--- config.mk ---
export PLATFORM = sky130hd
export DESIGN_NAME = mac_dot_accum_flat
export DESIGN_NICKNAME = d
export VERILOG_FILES = /design/src/rtl/mac_dot_accum_if.sv /design/src/rtl/mac_dot_accum.sv /design/src/flat_wrapper.sv
export SDC_FILE = /design/constraint.sdc
export NUM_CORES = 1
export LEC_CHECK = 0
export ABC_AREA = 1
export ABC_CLOCK_PERIOD_IN_PS = 8800
export CAP_MARGIN = 20
export CORE_ASPECT_RATIO = 2
export CORE_MARGIN = 2
export CORE_UTILIZATION = 50
export DETAILED_ROUTE_END_ITERATION = 6
export GPL_TIMING_DRIVEN = 1
export PLACE_DENSITY = 0.76
export SLEW_MARGIN = 0
export SYNTH_ARGS = -nofsm -noshare
export SYNTH_HDL_FRONTEND = slang
export SYNTH_SLANG_ARGS = --single-unit
--- constraint.sdc ---
create_clock -name clock -period 8.8 [get_ports clock]
set_input_delay 0.88 -clock clock [delete_from_list [all_inputs] [get_ports clock]]
set_output_delay 0.88 -clock clock [all_outputs]
set_load 0.05 [all_outputs]
--- src/rtl/mac_dot_accum_if.sv ---
// Beat-in / group-result-out stream bundle for mac_dot_accum.
// The master side supplies beats and consumes results; the MAC is the slave.
interface mac_dot_accum_if #(
  parameter int NUM_LANES  = 4,
  parameter int DATA_WIDTH = 8,
  parameter int ACC_WIDTH  = 32
);
  logic                            ivalid;
  logic                            iready;
  logic                            ilast;
  logic [NUM_LANES*DATA_WIDTH-1:0] dataa;
  logic [NUM_LANES*DATA_WIDTH-1:0] datab;
  logic                            ovalid;
  logic                            oready;
  logic [ACC_WIDTH-1:0]            result;
  logic                            overflow;

  modport master (
    output ivalid, ilast, dataa, datab, oready,
    input  iready, ovalid, result, overflow
  );

  modport slave (
    input  ivalid, ilast, dataa, datab, oready,
    output iready, ovalid, result, overflow
  );
endinterface

--- src/rtl/mac_dot_accum.sv ---
// N-lane dot-product MAC: operand register, product register, pipelined adder
// tree and a group accumulator with optional saturation, behind valid/ready.
module mac_dot_accum #(
  parameter int NUM_LANES  = 4,
  parameter int DATA_WIDTH = 8,
  parameter int ACC_WIDTH  = 32,
  parameter bit SIGNED     = 1'b1,
  parameter bit SATURATE   = 1'b1
) (
  input logic            clock,
  input logic            resetn,
  mac_dot_accum_if.slave bus
);
  localparam int LEVELS = $clog2(NUM_LANES);
  localparam int PW     = 2 * DATA_WIDTH;
  localparam int SW     = PW + LEVELS;
  localparam int NODES  = 2 * NUM_LANES;

  localparam logic [ACC_WIDTH-1:0] ACC_MAX =
    SIGNED ? {1'b0, {(ACC_WIDTH-1){1'b1}}} : {ACC_WIDTH{1'b1}};
  localparam logic [ACC_WIDTH-1:0] ACC_MIN =
    SIGNED ? {1'b1, {(ACC_WIDTH-1){1'b0}}} : {ACC_WIDTH{1'b0}};

  logic stall;
  logic accept;

  logic                            op_valid;
  logic                            op_last;
  logic [NUM_LANES*DATA_WIDTH-1:0] op_a;
  logic [NUM_LANES*DATA_WIDTH-1:0] op_b;

  // Heap-ordered tree: leaves NUM_LANES..NODES-1 are the product stage,
  // node i sums nodes 2i and 2i+1, node 1 is the root of the last tree level.
  logic [SW-1:0] prod [NUM_LANES];
  logic [SW-1:0] node [1:NODES-1];
  logic [LEVELS:0] tag_valid;
  logic [LEVELS:0] tag_last;

  logic [ACC_WIDTH-1:0] acc;
  logic                 sticky;
  logic [ACC_WIDTH:0]   tree_ext;
  logic [ACC_WIDTH:0]   acc_ext;
  logic [ACC_WIDTH:0]   sum;
  logic                 acc_ovf;
  logic [ACC_WIDTH-1:0] acc_next;
  logic                 a_fire;
  logic                 a_last;

  logic [ACC_WIDTH-1:0] result_q;
  logic                 overflow_q;
  logic                 ovalid_q;

  assign stall        = ovalid_q && !bus.oready;
  assign accept       = bus.ivalid && !stall;
  assign bus.iready   = !stall;
  assign bus.ovalid   = ovalid_q;
  assign bus.result   = result_q;
  assign bus.overflow = overflow_q;

  function automatic logic [PW-1:0] widen_op(input logic [DATA_WIDTH-1:0] x);
    return {{DATA_WIDTH{SIGNED && x[DATA_WIDTH-1]}}, x};
  endfunction

  function automatic logic [SW-1:0] widen_prod(input logic [PW-1:0] p);
    return {{LEVELS{SIGNED && p[PW-1]}}, p};
  endfunction

  // Low 2*DATA_WIDTH bits of a product of extended operands equal the exact
  // signed or unsigned product, so a single multiplier serves both modes.
  always_comb begin
    for (int k = 0; k < NUM_LANES; k++) begin
      prod[k] = widen_prod(widen_op(op_a[k*DATA_WIDTH +: DATA_WIDTH]) *
                           widen_op(op_b[k*DATA_WIDTH +: DATA_WIDTH]));
    end
  end

  // NOTE: data-path registers carry no reset; only the valid/last tags decide
  // whether their contents matter, so clearing them would buy nothing.
  always_ff @(posedge clock) begin
    if (!stall) begin
      op_a <= bus.dataa;
      op_b <= bus.datab;
      for (int k = 0; k < NUM_LANES; k++) begin
        node[NUM_LANES+k] <= prod[k];
      end
      // NOTE: non-blocking assignment makes every node read its children's
      // previous-cycle values, which is exactly one tree level per stage.
      for (int i = 1; i < NUM_LANES; i++) begin
        node[i] <= node[2*i] + node[2*i+1];
      end
    end
  end

  always_ff @(posedge clock or negedge resetn) begin
    if (!resetn) begin
      op_valid  <= 1'b0;
      op_last   <= 1'b0;
      tag_valid <= '0;
      tag_last  <= '0;
    end else if (!stall) begin
      op_valid  <= accept;
      op_last   <= bus.ilast;
      tag_valid <= {tag_valid[LEVELS-1:0], op_valid};
      tag_last  <= {tag_last[LEVELS-1:0], op_last};
    end
  end

  assign a_fire = !stall && tag_valid[LEVELS];
  assign a_last = tag_last[LEVELS];

  // NOTE: every signal written here gets an unconditional value before any
  // branch, so no path leaves one holding its old value (no latch).
  always_comb begin
    tree_ext = {{(ACC_WIDTH+1-SW){SIGNED && node[1][SW-1]}}, node[1]};
    acc_ext  = {SIGNED && acc[ACC_WIDTH-1], acc};
    sum      = tree_ext + acc_ext;
    acc_ovf  = SIGNED ? (sum[ACC_WIDTH] ^ sum[ACC_WIDTH-1]) : sum[ACC_WIDTH];
    acc_next = sum[ACC_WIDTH-1:0];
    if (acc_ovf && SATURATE) begin
      acc_next = (SIGNED && sum[ACC_WIDTH]) ? ACC_MIN : ACC_MAX;
    end
  end

  always_ff @(posedge clock or negedge resetn) begin
    if (!resetn) begin
      acc        <= '0;
      sticky     <= 1'b0;
      result_q   <= '0;
      overflow_q <= 1'b0;
      ovalid_q   <= 1'b0;
    end else if (!stall) begin
      // Not stalled means any held result is being taken this edge, so
      // ovalid only survives if a new group closes at the same time.
      ovalid_q <= a_fire && a_last;
      if (a_fire) begin
        if (a_last) begin
          result_q   <= acc_next;
          overflow_q <= sticky | acc_ovf;
          acc        <= '0;
          sticky     <= 1'b0;
        end else begin
          acc    <= acc_next;
          sticky <= sticky | acc_ovf;
        end
      end
    end
  end
endmodule

--- src/flat_wrapper.sv ---
// flat-port wrapper written by rule: the top's interface ports become plain ports
module mac_dot_accum_flat 
#(
  parameter int NUM_LANES  = 4,
  parameter int DATA_WIDTH = 8,
  parameter int ACC_WIDTH  = 32,
  parameter bit SIGNED     = 1'b1,
  parameter bit SATURATE   = 1'b1
)
  (clock, resetn, bus_ivalid, bus_ilast, bus_dataa, bus_datab, bus_oready, bus_iready, bus_ovalid, bus_result, bus_overflow);
  mac_dot_accum_if #(.NUM_LANES(NUM_LANES), .DATA_WIDTH(DATA_WIDTH), .ACC_WIDTH(ACC_WIDTH)) bus_i ();
  input logic clock;
  input logic resetn;
  input wire logic [$bits(bus_i.ivalid)-1:0] bus_ivalid;
  input wire logic [$bits(bus_i.ilast)-1:0] bus_ilast;
  input wire logic [$bits(bus_i.dataa)-1:0] bus_dataa;
  input wire logic [$bits(bus_i.datab)-1:0] bus_datab;
  input wire logic [$bits(bus_i.oready)-1:0] bus_oready;
  output wire logic [$bits(bus_i.iready)-1:0] bus_iready;
  output wire logic [$bits(bus_i.ovalid)-1:0] bus_ovalid;
  output wire logic [$bits(bus_i.result)-1:0] bus_result;
  output wire logic [$bits(bus_i.overflow)-1:0] bus_overflow;
  assign bus_i.ivalid = bus_ivalid;
  assign bus_i.ilast = bus_ilast;
  assign bus_i.dataa = bus_dataa;
  assign bus_i.datab = bus_datab;
  assign bus_i.oready = bus_oready;
  assign bus_iready = bus_i.iready;
  assign bus_ovalid = bus_i.ovalid;
  assign bus_result = bus_i.result;
  assign bus_overflow = bus_i.overflow;
  mac_dot_accum #(.NUM_LANES(NUM_LANES), .DATA_WIDTH(DATA_WIDTH), .ACC_WIDTH(ACC_WIDTH), .SIGNED(SIGNED), .SATURATE(SATURATE)) u_core (.clock(clock), .resetn(resetn), .bus(bus_i));
endmodule
## Word-level counts from Yosys, hierarchy flattened

Memories as Yosys holds them, arrays and structs flattened.
Cells that the tools add are included.
W data, S select, Z words.

- Flip-flop bits (word level): 139
- RAM bits: 126
- Memories kept: 1
- Bits of input ports: 69

- $mul: 4
- Multiplexer cells: 5
- $add $sub $neg: 4
- Reduce and logical (&&, ||, !) cells: 8
- Bitwise operators: 3

Memories:

| memory | depth | bits a word | rd ports | clocked after Yosys merged registers in | write ports | RTL line | RTL |
|---|---|---|---|---|---|---|---|
| u_core.node | 7 | 18 | 7 | 0 | 7 | mac_dot_accum.sv:35 | `logic [SW-1:0] node [1:NODES-1];` |

Operators by type and width:

| kind | number |
|---|---|
| $mux W32 | 3 |
| $mul A8 B8 Y16 | 4 |
| $add A18 B18 Y18 | 3 |
| $add A18 B32 Y33 | 1 |
| $logic_and A1 B1 Y1 | 4 |
| $reduce_and A3 Y1 | 1 |
| $logic_not A1 Y1 | 2 |
| $mux W1 | 2 |
| $reduce_and A2 Y1 | 1 |
| $not A1 Y1 | 1 |
| $or A1 B1 Y1 | 1 |
| $xor A1 B1 Y1 | 1 |

## Logic depth before layout (Yosys ltp)

Gate-level depths: netlist of the first run.

- Depth after elaboration: 5
- Mapped depth: 21
- Mapped depth without buffers: 20

## Least setup slack after synthesis of the first run

No wires, ideal clock.

- Path kind: in2out
- From: in bus_oready
- To: out bus_iready
- Stages on the path: 3
- Data required time: 7.920 ns
- Arrival: 6.549 ns
- Slack: 1.371 ns
- Cell sequence: nor2_1 > inv_1 > clkbuf_1

- Word-level cells in the longest chain between the ends: 3

Ends and longest elaborated chain:

| item | RTL line | RTL |
|---|---|---|
| from (decl) | flat_wrapper.sv:18 | `input wire logic [$bits(bus_i.oready)-1:0] bus_oready;` |
| $logic_not A1 Y1 | mac_dot_accum.sv:53 | `assign stall = ovalid_q && !bus.oready;` |
| $logic_and A1 B1 Y1 | mac_dot_accum.sv:53 |  |
| $logic_not A1 Y1 | mac_dot_accum.sv:55 | `assign bus.iready = !stall;` |
| to (decl) | flat_wrapper.sv:19 | `output wire logic [$bits(bus_i.iready)-1:0] bus_iready;` |

Every way passes these cells.

==> results of run 1 <==
==> cell families (layout without fill, tap and decap cells) <==
group / Yosys count / count (layout) / synth area share [%]
buf+inv: 710 / 789 / 11.8
xor+xnor: 133 / 133 / 5.04
simple gates: 928 / 928 / 15.8
flops: 257 / 257 / 31.8
fa+ha+maj: 421 / 421 / 30.1
compound gates: 231 / 231 / 5.57
==> per-stage QoR <==
stage	setup slack [ns]	utilization [%]
detailed placement	4.04	53.8
global route	3.74	55.9
CTS	4.02	55.9
global placement	4.07	53.8
finish	4.02	55.9
floorplan	1.37	-
==> metal layers <==
| layer | up-vias | track usage, % | routed length [um] |
|---|---|---|---|
| li1 | 8240 | - | - |
| met1 | 8170 | 20.5 | 17400 |
| met2 | 449 | 46.1 | 29800 |
| met3 | 181 | 2.15 | 1710 |
| met4 | 0 | 13.1 | 3390 |
| met5 | - | 0 | 0 |
==> worst paths after layout <==
| kind | start | to | slack [ns] | cells past startpoint |
|---|---|---|---|---|
| worst max-delay path | u_core.op_a[0]$_DFFE_PN_ | u_core.node[2][14]$_DFFE_PN_ | 4.02 | 17 |
| worst min-delay path | u_core.tag_valid[0]$_DFFE_PN0N_ | u_core.tag_valid[1]$_DFFE_PN0N_ | 0.48 | 2 |
| worst max register to register | u_core.op_a[0]$_DFFE_PN_ | u_core.node[2][14]$_DFFE_PN_ | 4.02 | 17 |
| worst min register to register | u_core.tag_valid[0]$_DFFE_PN0N_ | u_core.tag_valid[1]$_DFFE_PN0N_ | 0.48 | 2 |
| max in group asynchronous | resetn | u_core.acc[16]$_DFFE_PN0P_ | 7.60 | 2 |
| min in group asynchronous | resetn | u_core.acc[1]$_DFFE_PN0P_ | 0.55 | 2 |
==> tightest hold or removal path, cell delays in order, from the launching register on <==
cell                      delay (ns)
sky130_fd_sc_hd__dfrtp_1        0.35
sky130_fd_sc_hd__nand2_1        0.05
sky130_fd_sc_hd__nand2_1        0.05
==> cells in the mapped netlist, types with 2 or more instances <==
cell type / instances
sky130_fd_sc_hd__a21boi_0: 3
sky130_fd_sc_hd__o21ai_1: 3
sky130_fd_sc_hd__ha_1: 197
sky130_fd_sc_hd__buf_6: 4
sky130_fd_sc_hd__nand3b_1: 4
sky130_fd_sc_hd__o311ai_0: 2
sky130_fd_sc_hd__a21oi_1: 121
sky130_fd_sc_hd__dfrtp_1: 75
sky130_fd_sc_hd__nand3_1: 41
sky130_fd_sc_hd__and2_1: 4
sky130_fd_sc_hd__a21o_1: 7
sky130_fd_sc_hd__xor2_1: 84
sky130_fd_sc_hd__nor2_1: 93
sky130_fd_sc_hd__nand2_1: 745
sky130_fd_sc_hd__o21ai_2: 10
sky130_fd_sc_hd__or2_2: 9
sky130_fd_sc_hd__o21ai_0: 63
sky130_fd_sc_hd__a211oi_1: 4
sky130_fd_sc_hd__nand2_2: 12
sky130_fd_sc_hd__o21bai_1: 10
sky130_fd_sc_hd__fa_1: 224
sky130_fd_sc_hd__xnor2_1: 49
sky130_fd_sc_hd__clkbuf_1: 67
sky130_fd_sc_hd__nand4_1: 9
sky130_fd_sc_hd__inv_1: 628
sky130_fd_sc_hd__o31ai_1: 2
sky130_fd_sc_hd__edfxtp_1: 182
sky130_fd_sc_hd__buf_2: 2
sky130_fd_sc_hd__buf_4: 6
sky130_fd_sc_hd__nor4_1: 3
sky130_fd_sc_hd__inv_2: 3
sky130_fd_sc_hd__nor3_1: 6
==> cell type report <==
cell class	instances	area share (%)
clock buffers	38	3.46
well taps	565	2.77
repair buffers	110	4.22
multi-input cells	1713	51.2
inverters	631	9.30
clock inverters	10	0.309
flip-flops and latches	257	28.8
==> sequential cells by signal, indices dropped and copies added, names as in the netlist <==
name / cells
u_core.acc: 32
u_core.bus.ovalid: 1
u_core.bus.overflow: 1
u_core.bus.result: 32
u_core.node: 118
u_core.op_a: 32
u_core.op_b: 32
u_core.op_last: 1
u_core.op_valid: 1
u_core.sticky: 1
u_core.tag_last: 3
u_core.tag_valid: 3
==> impl_summary.txt, run 1 <==
----------------------------------------------------
[STA]
  Post-route setup TNS ... 0 ns
  Hold slack ... 0.484 ns
  Clock skew after layout ... 0.0227 ns
  Tightest slew margin relative to the limit ... 35.8%
  Max Clock Freq ... 209 MHz
  Max-slew violation count ... 0
  Portion of the clock cycle consumed by the worst path in the final layout ... 54.4%
  Post-layout min period ... 4.78 ns
  Setup violation total in the final timing report ... 0
  Actual slew at the worst max-slew pin ... 0.964 ns
  Setup repair after global routing missed its margin ... no
  Final-report hold violation count ... 0

[Min path]
  Path class of the lowest-slack min-delay path ... flip-flop to flip-flop

[Route]
  Via total after detailed routing ... 17.0k
  Drt first-iter violations ... 783
  DRC viols ... 0
  Drt wl/cell ... 15.7 um
  Remaining antenna violation count ... 0
  Detail-routed via count per cell ... 5.13
  Drt first pass iters ... 6
  DRT Wirelength ... 52300 um

[Clock tree]
  TritonCTS clock tree ... done
  Clock buffer count from CTS ... 26
  Clk Tree Root Cell ... sky130_fd_sc_hd__clkbuf_16
  Num Clock Sinks ... 257
  Clock transition at the registers of the reported paths ... 0.07 ns
  # Post-CTS Setup Buffers ... 0
  Clock latency of the later-clocked register in the worst-skew pair ... 0.56 ns
  Number of H-tree levels ... 1
  Number of gates resized after CTS ... 0
  Buffers from clock root to sink, at most ... 3
  Quantity of hold-fixing buffers added after cts ... 0

[GRT]
  Initial antenna violation count ... 0
  Maximum number of pins on one net before global-route repair ... 76
  Number of global-route vias before repair ... 18.4k
  First-pass GRT wire length ... 85600 um
  Aggregate global-route resource usage ... 22.4%
  Remaining global-route overflow ... 0

[Worst setup path]
  Type of origin of the critical path ... flip-flop
  CP Cell Sequence ... or2_2 -> fa_1 -> fa_1 -> inv_1 -> fa_1 -> inv_1 -> fa_1 -> inv_1 -> ha_1 -> nand2_1 -> o21ai_0 -> a21oi_1 -> o21ai_0 -> a21oi_1 -> nor2_1 -> nor2_1 -> xor2_1
  Buffers plus inverters on the worst setup path ... 3
  CP endpoint kind ... flip-flop
  Critical-path maximum fanout ... 8
  Cell family with most CP delay ... adder cells
  Worst EP required ... 9.11 ns
  CP max stage cell ... sky130_fd_sc_hd__edfxtp_1
  Setup Crit Path Kind ... flip-flop to flip-flop
  Data arrival time of the worst path ... 5.09 ns
  Largest stage delay on the critical path ... 0.54 ns
  CP dominant cell by count ... sky130_fd_sc_hd__fa_1

[Placed design]
  Routability Congestion ... 0.945
  Count of input and output buffers ... 103
  Number of instances in the placed design ... 3276
  Post-DP HPWL ... 43300 um
  Standard cell area after detailed placement ... 24600 um2

[Cells and area]
  Most common library cell in the layout ignoring fill and taps ... sky130_fd_sc_hd__nand2_1
  Diode count ... 0
  Count of nets after finishing ... 3229
  Footprint of the flip-flops and latches ... 7340 um2
  Most frequent cells in the layout ... 745 x sky130_fd_sc_hd__nand2_1, 627 x sky130_fd_sc_hd__inv_1, 224 x sky130_fd_sc_hd__fa_1, 197 x sky130_fd_sc_hd__ha_1, 182 x sky130_fd_sc_hd__edfxtp_1
  Layout filler cell count ... 4032
  Area growth from synthesis to layout ... 10.4%
  Multi-input gate area ... 13100 um2
  Post-route non-filler standard cell count ... 3324
  Fraction of layout cells with a size suffix above 1 ... 3.44%
  Finished layout cell area ... 25500 um2

[Synthesis]
  Area share of the largest cell type after synthesis ... 23.6%
  Synth cell types ... 40
  Post-synth design cell area ... 23100 um2
  Cell type contributing the most total cell area after synthesis ... sky130_fd_sc_hd__edfxtp_1
  Post-synthesis async set-or-reset flop share ... 29.2%
  Most used flip-flop cell after synthesis ... sky130_fd_sc_hd__edfxtp_1
  Sequential element share of the synthesized area ... 31.8%
  Net count of the mapped netlist ... 3170
  Cells after synthesis ... 2680
  Number of flip-flops and latches in the synthesized netlist ... 257
  Count of flip-flops with a built-in enable after synthesis ... 182
  Average cell area after synthesis ... 8.63 um2
  Number of synthesis warnings ... 0
  Top cells by area, synth ... sky130_fd_sc_hd__edfxtp_1 24%, sky130_fd_sc_hd__fa_1 19%, sky130_fd_sc_hd__nand2_1 12%

[Floorplan]
  Die outline height ... 308 um
  DIE AREA ... 48100 um2
  Core outline area ... 45700 um2
  Starting density of the core ... 50.6%
  Die X ... 156 um
  Number of standard-cell rows in the floorplan ... 111
  Count of boundary I/O pins ... 104

[Run]
  Max-cap violations ... 0

[Status]
  Run status ... complete, no violations

----------------------------------------------------
Power of run 1 is not shown: default switching activity piles up to over one toggle a cycle in this logic, so the estimate is an artifact.
==> run 2, diff against run 1 <==
--- a/config.mk
+++ b/config.mk
@@ -6,14 +6,14 @@
 export NUM_CORES = 1
 export LEC_CHECK = 0
 export ABC_AREA = 1
-export ABC_CLOCK_PERIOD_IN_PS = 8800
+export ABC_CLOCK_PERIOD_IN_PS = 3800
 export CAP_MARGIN = 20
 export CORE_ASPECT_RATIO = 2
 export CORE_MARGIN = 2
 export CORE_UTILIZATION = 50
 export DETAILED_ROUTE_END_ITERATION = 6
 export GPL_TIMING_DRIVEN = 1
-export PLACE_DENSITY = 0.76
+export PLACE_DENSITY = 0.79
 export SLEW_MARGIN = 0
 export SYNTH_ARGS = -nofsm -noshare
 export SYNTH_HDL_FRONTEND = slang
==> constraint.sdc (replaced) <==
create_clock -name clock -period 3.8 [get_ports clock]
set_input_delay 0.38 -clock clock [delete_from_list [all_inputs] [get_ports clock]]
set_output_delay 0.38 -clock clock [all_outputs]
set_load 0.05 [all_outputs]
==> run 2 against run 1 <==
  * Wire length up 10%
  * Global-route usage up 1.7 points
  * First-iteration DRC count up 25%
  * Largest cell class unchanged
  * The flow now finishes with violations (setup timing)
  * Non-clock buffer count up 253
  * Design area up 12%
  * Flip-flop and latch count unchanged
  * Worst hold slack worse by 0.22 ns
  * Critical path depth up 2
  * Die area unchanged
  * Sequential share of layout area down 3.1 points
==> impl_summary.txt, run 2 (synthesized netlist as in run 1, its figures left out) <==
----------------------------------------------------
[Cells and area]
  Most frequent cells in the layout ... 706 x sky130_fd_sc_hd__nand2_1, 568 x sky130_fd_sc_hd__inv_1, 219 x sky130_fd_sc_hd__buf_4, 212 x sky130_fd_sc_hd__fa_1, 182 x sky130_fd_sc_hd__edfxtp_1
  Footprint of the flip-flops and latches ... 7340 um2
  Diode count ... 0
  Layout Utilization ... 62.6%
  Count of nets after finishing ... 3482
  Number of flip-flops in the largest register ... 118
  Layout filler cell count ... 3606
  Area growth from synthesis to layout ... 23.7%
  Multi-input gate area ... 14200 um2
  Fraction of layout cells with a size suffix above 1 ... 18.9%
  Most common library cell in the layout ignoring fill and taps ... sky130_fd_sc_hd__nand2_1
  Register name with the most flops ... u_core.node

[GRT]
  Maximum number of pins on one net before global-route repair ... 68
  Initial antenna violation count ... 0
  First-pass GRT wire length ... 92600 um
  Number of global-route vias before repair ... 20.1k
  Aggregate global-route resource usage ... 24.1%
  Remaining global-route overflow ... 0

[Run]
  Max-cap violations ... 0

[Placed design]
  Routability Congestion ... 0.986
  Post-DP HPWL ... 45500 um
  Count of input and output buffers ... 103

[Worst setup path]
  Data arrival time of the worst path ... 4.66 ns
  Worst EP required ... 4.11 ns
  Type of origin of the critical path ... flip-flop
  CP Cell Sequence ... buf_6 -> nand2_2 -> inv_2 -> fa_1 -> inv_1 -> fa_1 -> inv_2 -> fa_1 -> inv_1 -> fa_1 -> inv_2 -> ha_4 -> nand2_1 -> nor2_2 -> a21o_1 -> nand2_1 -> nand2_1 -> a21oi_2 -> xor2_1
  Setup Crit Path Kind ... flip-flop to flip-flop
  CP endpoint kind ... flip-flop
  Critical-path maximum fanout ... 5
  CP dominant cell by count ... sky130_fd_sc_hd__fa_1
  CP max stage cell ... sky130_fd_sc_hd__fa_1
  Largest stage delay on the critical path ... 0.53 ns

[Clock tree]
  Number of H-tree levels ... 1
  Num Clock Sinks ... 257
  Clock latency of the later-clocked register in the worst-skew pair ... 0.58 ns
  Buffers from clock root to sink, at most ... 3
  Clk Tree Root Cell ... sky130_fd_sc_hd__clkbuf_16
  Clock transition at the registers of the reported paths ... 0.07 ns
  Clock buffer count from CTS ... 26
  TritonCTS clock tree ... done

[STA]
  Portion of the clock cycle consumed by the worst path in the final layout ... 114%
  Setup violation total in the final timing report ... 32
  Max-slew violation count ... 0
  Final-report hold violation count ... 0
  Post-route setup TNS ... -9.77 ns
  Clock skew after layout ... 0.0205 ns
  Max Clock Freq ... 230 MHz
  Final critical-path setup slack ... -0.546 ns
  Setup repair after global routing missed its margin ... yes
  Actual slew at the worst max-slew pin ... 0.889 ns
  Tightest slew margin relative to the limit ... 40.7%
  Post-layout min period ... 4.35 ns

[Floorplan]
  DIE AREA ... 48100 um2
  Core outline area ... 45700 um2
  Count of boundary I/O pins ... 104
  Die X ... 156 um
  Die outline height ... 308 um
  Number of standard-cell rows in the floorplan ... 111
  Starting density of the core ... 50.6%

[Route]
  Drt wl/cell ... 16.1 um
  Via total after detailed routing ... 18.3k
  DRT Wirelength ... 57700 um
  Remaining antenna violation count ... 0
  Detail-routed via count per cell ... 5.11
  DRC viols ... 0
  Drt first pass iters ... 5
  Drt first-iter violations ... 979

[Status]
  Run status ... complete, but fails checks
  Violated checks ... setup timing

[Min path]
  Path class of the lowest-slack min-delay path ... input port to asynchronous set/reset pin

----------------------------------------------------
## run 2: cell types whose count changed in the layout (fill, tap and decap cells not counted), moves of 30 or more
cell and change:
sky130_fd_sc_hd__ha_4 +34, sky130_fd_sc_hd__nand2_2 +30, sky130_fd_sc_hd__inv_2 +57, sky130_fd_sc_hd__ha_1 -35, sky130_fd_sc_hd__a21oi_1 -37, sky130_fd_sc_hd__inv_1 -59
sky130_fd_sc_hd__buf_4 +212, sky130_fd_sc_hd__buf_6 +40, sky130_fd_sc_hd__nand2_1 -39
## run 2: timing repair
item,in CTS,in global routing
setup endpoints to repair,34,36
gates resized for setup,115,120
hold buffers,1,0
hold endpoints to repair,18,0
setup buffers,25,32
pin swaps,86,104
## run 2: area by class of cell
| type | instances | area share, % |
|---|---|---|
| multi-input cells | 1713 | 49.5 |
| flip-flops and latches | 257 | 25.7 |
| repair buffers | 363 | 11.0 |
| inverters | 631 | 8.32 |
| clock buffers | 34 | 2.54 |
| well taps | 565 | 2.47 |
| clock inverters | 14 | 0.490 |
## run 2: worst max-delay path, delay by kind of cell (launching register included)
kind,cells,cell delay (ns)
fa+ha+maj,5,2.35
compound gates,2,0.25
xor+xnor,1,0.14
buf+inv,6,0.41
simple gates,5,0.44
flops,1,0.50
## run 2: stage by stage
| step | instance area, um2 | hold WS, ns | worst slack, ns | cells |
|---|---|---|---|---|
| floorplan | 23700 | 0.0844 | -0.318 | 2680 |
| global placement | 26500 | 0.336 | -0.427 | 3485 |
| detailed placement | 26500 | 0.335 | -0.564 | 3485 |
| CTS | 28100 | 0.250 | -0.448 | 3556 |
| global route | 28600 | 0.321 | -0.676 | 3577 |
| finish | 28600 | 0.264 | -0.546 | 3577 |
## run 2: metal layers
metal	vias up	global-route usage, %	share of wire (%)
li1	8736	-	-
met2	484	50.2	58
met4	0	14.3	6.7
met5	-	0	0
met1	8819	21.4	32
met3	224	2.47	3.0
## run 2: final timing paths
path | slack [ns] | start | cells past startpoint | end
max in group asynchronous | 2.73 | resetn | 3 | u_core.bus.result[28]$_DFFE_PN0P_
min | 0.26 | resetn | 2 | u_core.bus.result[9]$_DFFE_PN0P_
min reg2reg | 0.48 | u_core.tag_valid[0]$_DFFE_PN0N_ | 2 | u_core.tag_valid[1]$_DFFE_PN0N_
max reg2reg | -0.55 | u_core.op_a[23]$_DFFE_PN_ | 19 | u_core.node[3][12]$_DFFE_PN_
min in group clock | 0.36 | bus_dataa[10] | 1 | u_core.op_a[10]$_DFFE_PN_
max | -0.55 | u_core.op_a[23]$_DFFE_PN_ | 19 | u_core.node[3][12]$_DFFE_PN_
Power of run 2 is left out for the same reason.
==> run 3, diff against run 2 <==
--- a/config.mk
+++ b/config.mk
@@ -11,9 +11,11 @@
 export CORE_ASPECT_RATIO = 2
 export CORE_MARGIN = 2
 export CORE_UTILIZATION = 50
+export CTS_CLUSTER_SIZE = 25
 export DETAILED_ROUTE_END_ITERATION = 6
 export GPL_TIMING_DRIVEN = 1
 export PLACE_DENSITY = 0.79
+export SKIP_LAST_GASP = 1
 export SLEW_MARGIN = 0
 export SYNTH_ARGS = -nofsm -noshare
 export SYNTH_HDL_FRONTEND = slang
==> run 3 against run 2 <==
  * The run still ends with setup timing left
  * Worst hold slack better by 0.0010 ns
  * First-iteration DRC count is 1.1% lower
  * Fmax rose by 0.85%
  * Core utilization is 0.090 points higher
  * Wire length about the same
  * Global-route usage is essentially flat
==> impl_summary.txt, run 3 (synthesized netlist as in run 1, its figures left out) <==
----------------------------------------------------
[Status]
  Run status ... complete, but fails checks
  Violated checks ... setup timing

[Clock tree]
  Number of H-tree levels ... 1
  Buffers from clock root to sink, at most ... 3
  Clock latency of the later-clocked register in the worst-skew pair ... 0.58 ns
  Num Clock Sinks ... 257
  Clk Tree Root Cell ... sky130_fd_sc_hd__clkbuf_16
  Clock buffer count from CTS ... 26
  Clock transition at the registers of the reported paths ... 0.07 ns
  TritonCTS clock tree ... done

[Min path]
  Path class of the lowest-slack min-delay path ... input port to asynchronous set/reset pin

[Cells and area]
  Count of nets after finishing ... 3485
  Diode count ... 0
  Most frequent cells in the layout ... 702 x sky130_fd_sc_hd__nand2_1, 569 x sky130_fd_sc_hd__inv_1, 226 x sky130_fd_sc_hd__buf_4, 212 x sky130_fd_sc_hd__fa_1, 182 x sky130_fd_sc_hd__edfxtp_1
  Most common library cell in the layout ignoring fill and taps ... sky130_fd_sc_hd__nand2_1
  Area growth from synthesis to layout ... 23.8%
  Layout Utilization ... 62.7%
  Register name with the most flops ... u_core.node
  Number of flip-flops in the largest register ... 118
  Fraction of layout cells with a size suffix above 1 ... 19.1%

[Floorplan]
  Starting density of the core ... 50.6%
  Number of standard-cell rows in the floorplan ... 111
  Core outline area ... 45700 um2
  Die outline height ... 308 um
  Die X ... 156 um
  DIE AREA ... 48100 um2
  Count of boundary I/O pins ... 104

[Route]
  Drt first pass iters ... 6
  Remaining antenna violation count ... 0
  Met3 layer wire length in the routed design ... 1890 um
  Via total after detailed routing ... 18.3k
  DRC viols ... 0
  Detail-routed via count per cell ... 5.12
  Drt wl/cell ... 16.1 um
  DRT Wirelength ... 57700 um
  DR WL met2 ... 33400 um
  Drt first-iter violations ... 968
  Wire length on met1 ... 18500 um
  Max layer used ... met4

[STA]
  Tightest slew margin relative to the limit ... 41.5%
  Post-route setup TNS ... -9.75 ns
  Max Clock Freq ... 232 MHz
  Post-layout min period ... 4.31 ns
  Setup repair after global routing missed its margin ... yes
  Final critical-path setup slack ... -0.510 ns
  Clock skew after layout ... 0.0165 ns
  Setup violation total in the final timing report ... 32
  Portion of the clock cycle consumed by the worst path in the final layout ... 113%
  Max-slew violation count ... 0
  Final-report hold violation count ... 0
  Actual slew at the worst max-slew pin ... 0.877 ns

[Run]
  Max-cap violations ... 0

[GRT]
  Number of global-route vias before repair ... 20.1k
  First-pass GRT wire length ... 92700 um
  Aggregate global-route resource usage ... 24.2%
  Remaining global-route overflow ... 0
  Initial antenna violation count ... 0
  Maximum number of pins on one net before global-route repair ... 68

[Worst setup path]
  Data arrival time of the worst path ... 4.63 ns
  Depth of the worst register-to-register path ... 19
  Worst EP required ... 4.12 ns
  Critical-path maximum fanout ... 5
  CP endpoint kind ... flip-flop
  Setup Crit Path Kind ... flip-flop to flip-flop
  Type of origin of the critical path ... flip-flop

[Placed design]
  Setup slack after placement ... -0.564 ns
  Routability Congestion ... 0.986
  Count of input and output buffers ... 103
  Post-DP HPWL ... 45500 um

----------------------------------------------------
==> run 3: repair_timing <==
item	in CTS	in global routing
setup buffers	25	36
resized for setup	105	129
hold buffers	1	0
hold endpoints to repair	18	0
pin swaps	85	105
setup endpoints to repair	34	37
==> run 3: per-stage QoR <==
stage,cells,instance area (um2),hold WS [ns]
finish,3580,28600,0.265
global route,3580,28600,0.309
CTS,3556,28000,0.250
detailed placement,3485,26500,0.335
global placement,3485,26500,0.336
floorplan,2680,23700,0.0844
==> run 3: final timing paths <==
check                                                start                                to  slack, ns
setup / recovery                 u_core.op_a[23]$_DFFE_PN_      u_core.node[3][12]$_DFFE_PN_      -0.51
hold / removal                                      resetn  u_core.bus.result[9]$_DFFE_PN0P_       0.27
setup reg to reg                 u_core.op_a[23]$_DFFE_PN_      u_core.node[3][12]$_DFFE_PN_      -0.51
hold reg to reg            u_core.tag_valid[0]$_DFFE_PN0N_   u_core.tag_valid[1]$_DFFE_PN0N_       0.48
max in group asynchronous                           resetn        u_core.acc[29]$_DFFE_PN0P_       2.74
min in group clock                           bus_datab[31]         u_core.op_b[31]$_DFFE_PN_       0.35
==> run 3: layer usage <==
metal / vias up / global-route usage (%)
li1: 8735 / -
met1: 8810 / 21.4
met2: 531 / 50.0
met3: 237 / 2.56
met4: 0 / 14.6
met5: - / 0
==> run 3: final cells by class <==
cell class / instances / area, um2
tap: 565 / 707
clock buffer: 34 / 726
multi-input combinational: 1713 / 14200
inverter: 631 / 2380
sequential: 257 / 7340
timing repair buffer: 366 / 3150
clock inverter: 14 / 140
fill: 3609 / 17100
==> run 3: worst max-delay path, cell delays in order, from the launching register on <==
cell and delay, ns:
sky130_fd_sc_hd__edfxtp_1 0.50, sky130_fd_sc_hd__buf_6 0.17, sky130_fd_sc_hd__nand2_2 0.05, sky130_fd_sc_hd__inv_2 0.05
sky130_fd_sc_hd__fa_1 0.53, sky130_fd_sc_hd__inv_1 0.05, sky130_fd_sc_hd__fa_1 0.51, sky130_fd_sc_hd__inv_2 0.04
sky130_fd_sc_hd__fa_1 0.52, sky130_fd_sc_hd__inv_1 0.05, sky130_fd_sc_hd__fa_1 0.49, sky130_fd_sc_hd__inv_2 0.05
sky130_fd_sc_hd__ha_4 0.30, sky130_fd_sc_hd__nand2_1 0.08, sky130_fd_sc_hd__nor2_2 0.14, sky130_fd_sc_hd__a21o_1 0.18
sky130_fd_sc_hd__nand2_1 0.07, sky130_fd_sc_hd__nand2_1 0.08, sky130_fd_sc_hd__a21oi_2 0.06, sky130_fd_sc_hd__xor2_1 0.14
Power of run 3 is left out for the same reason.
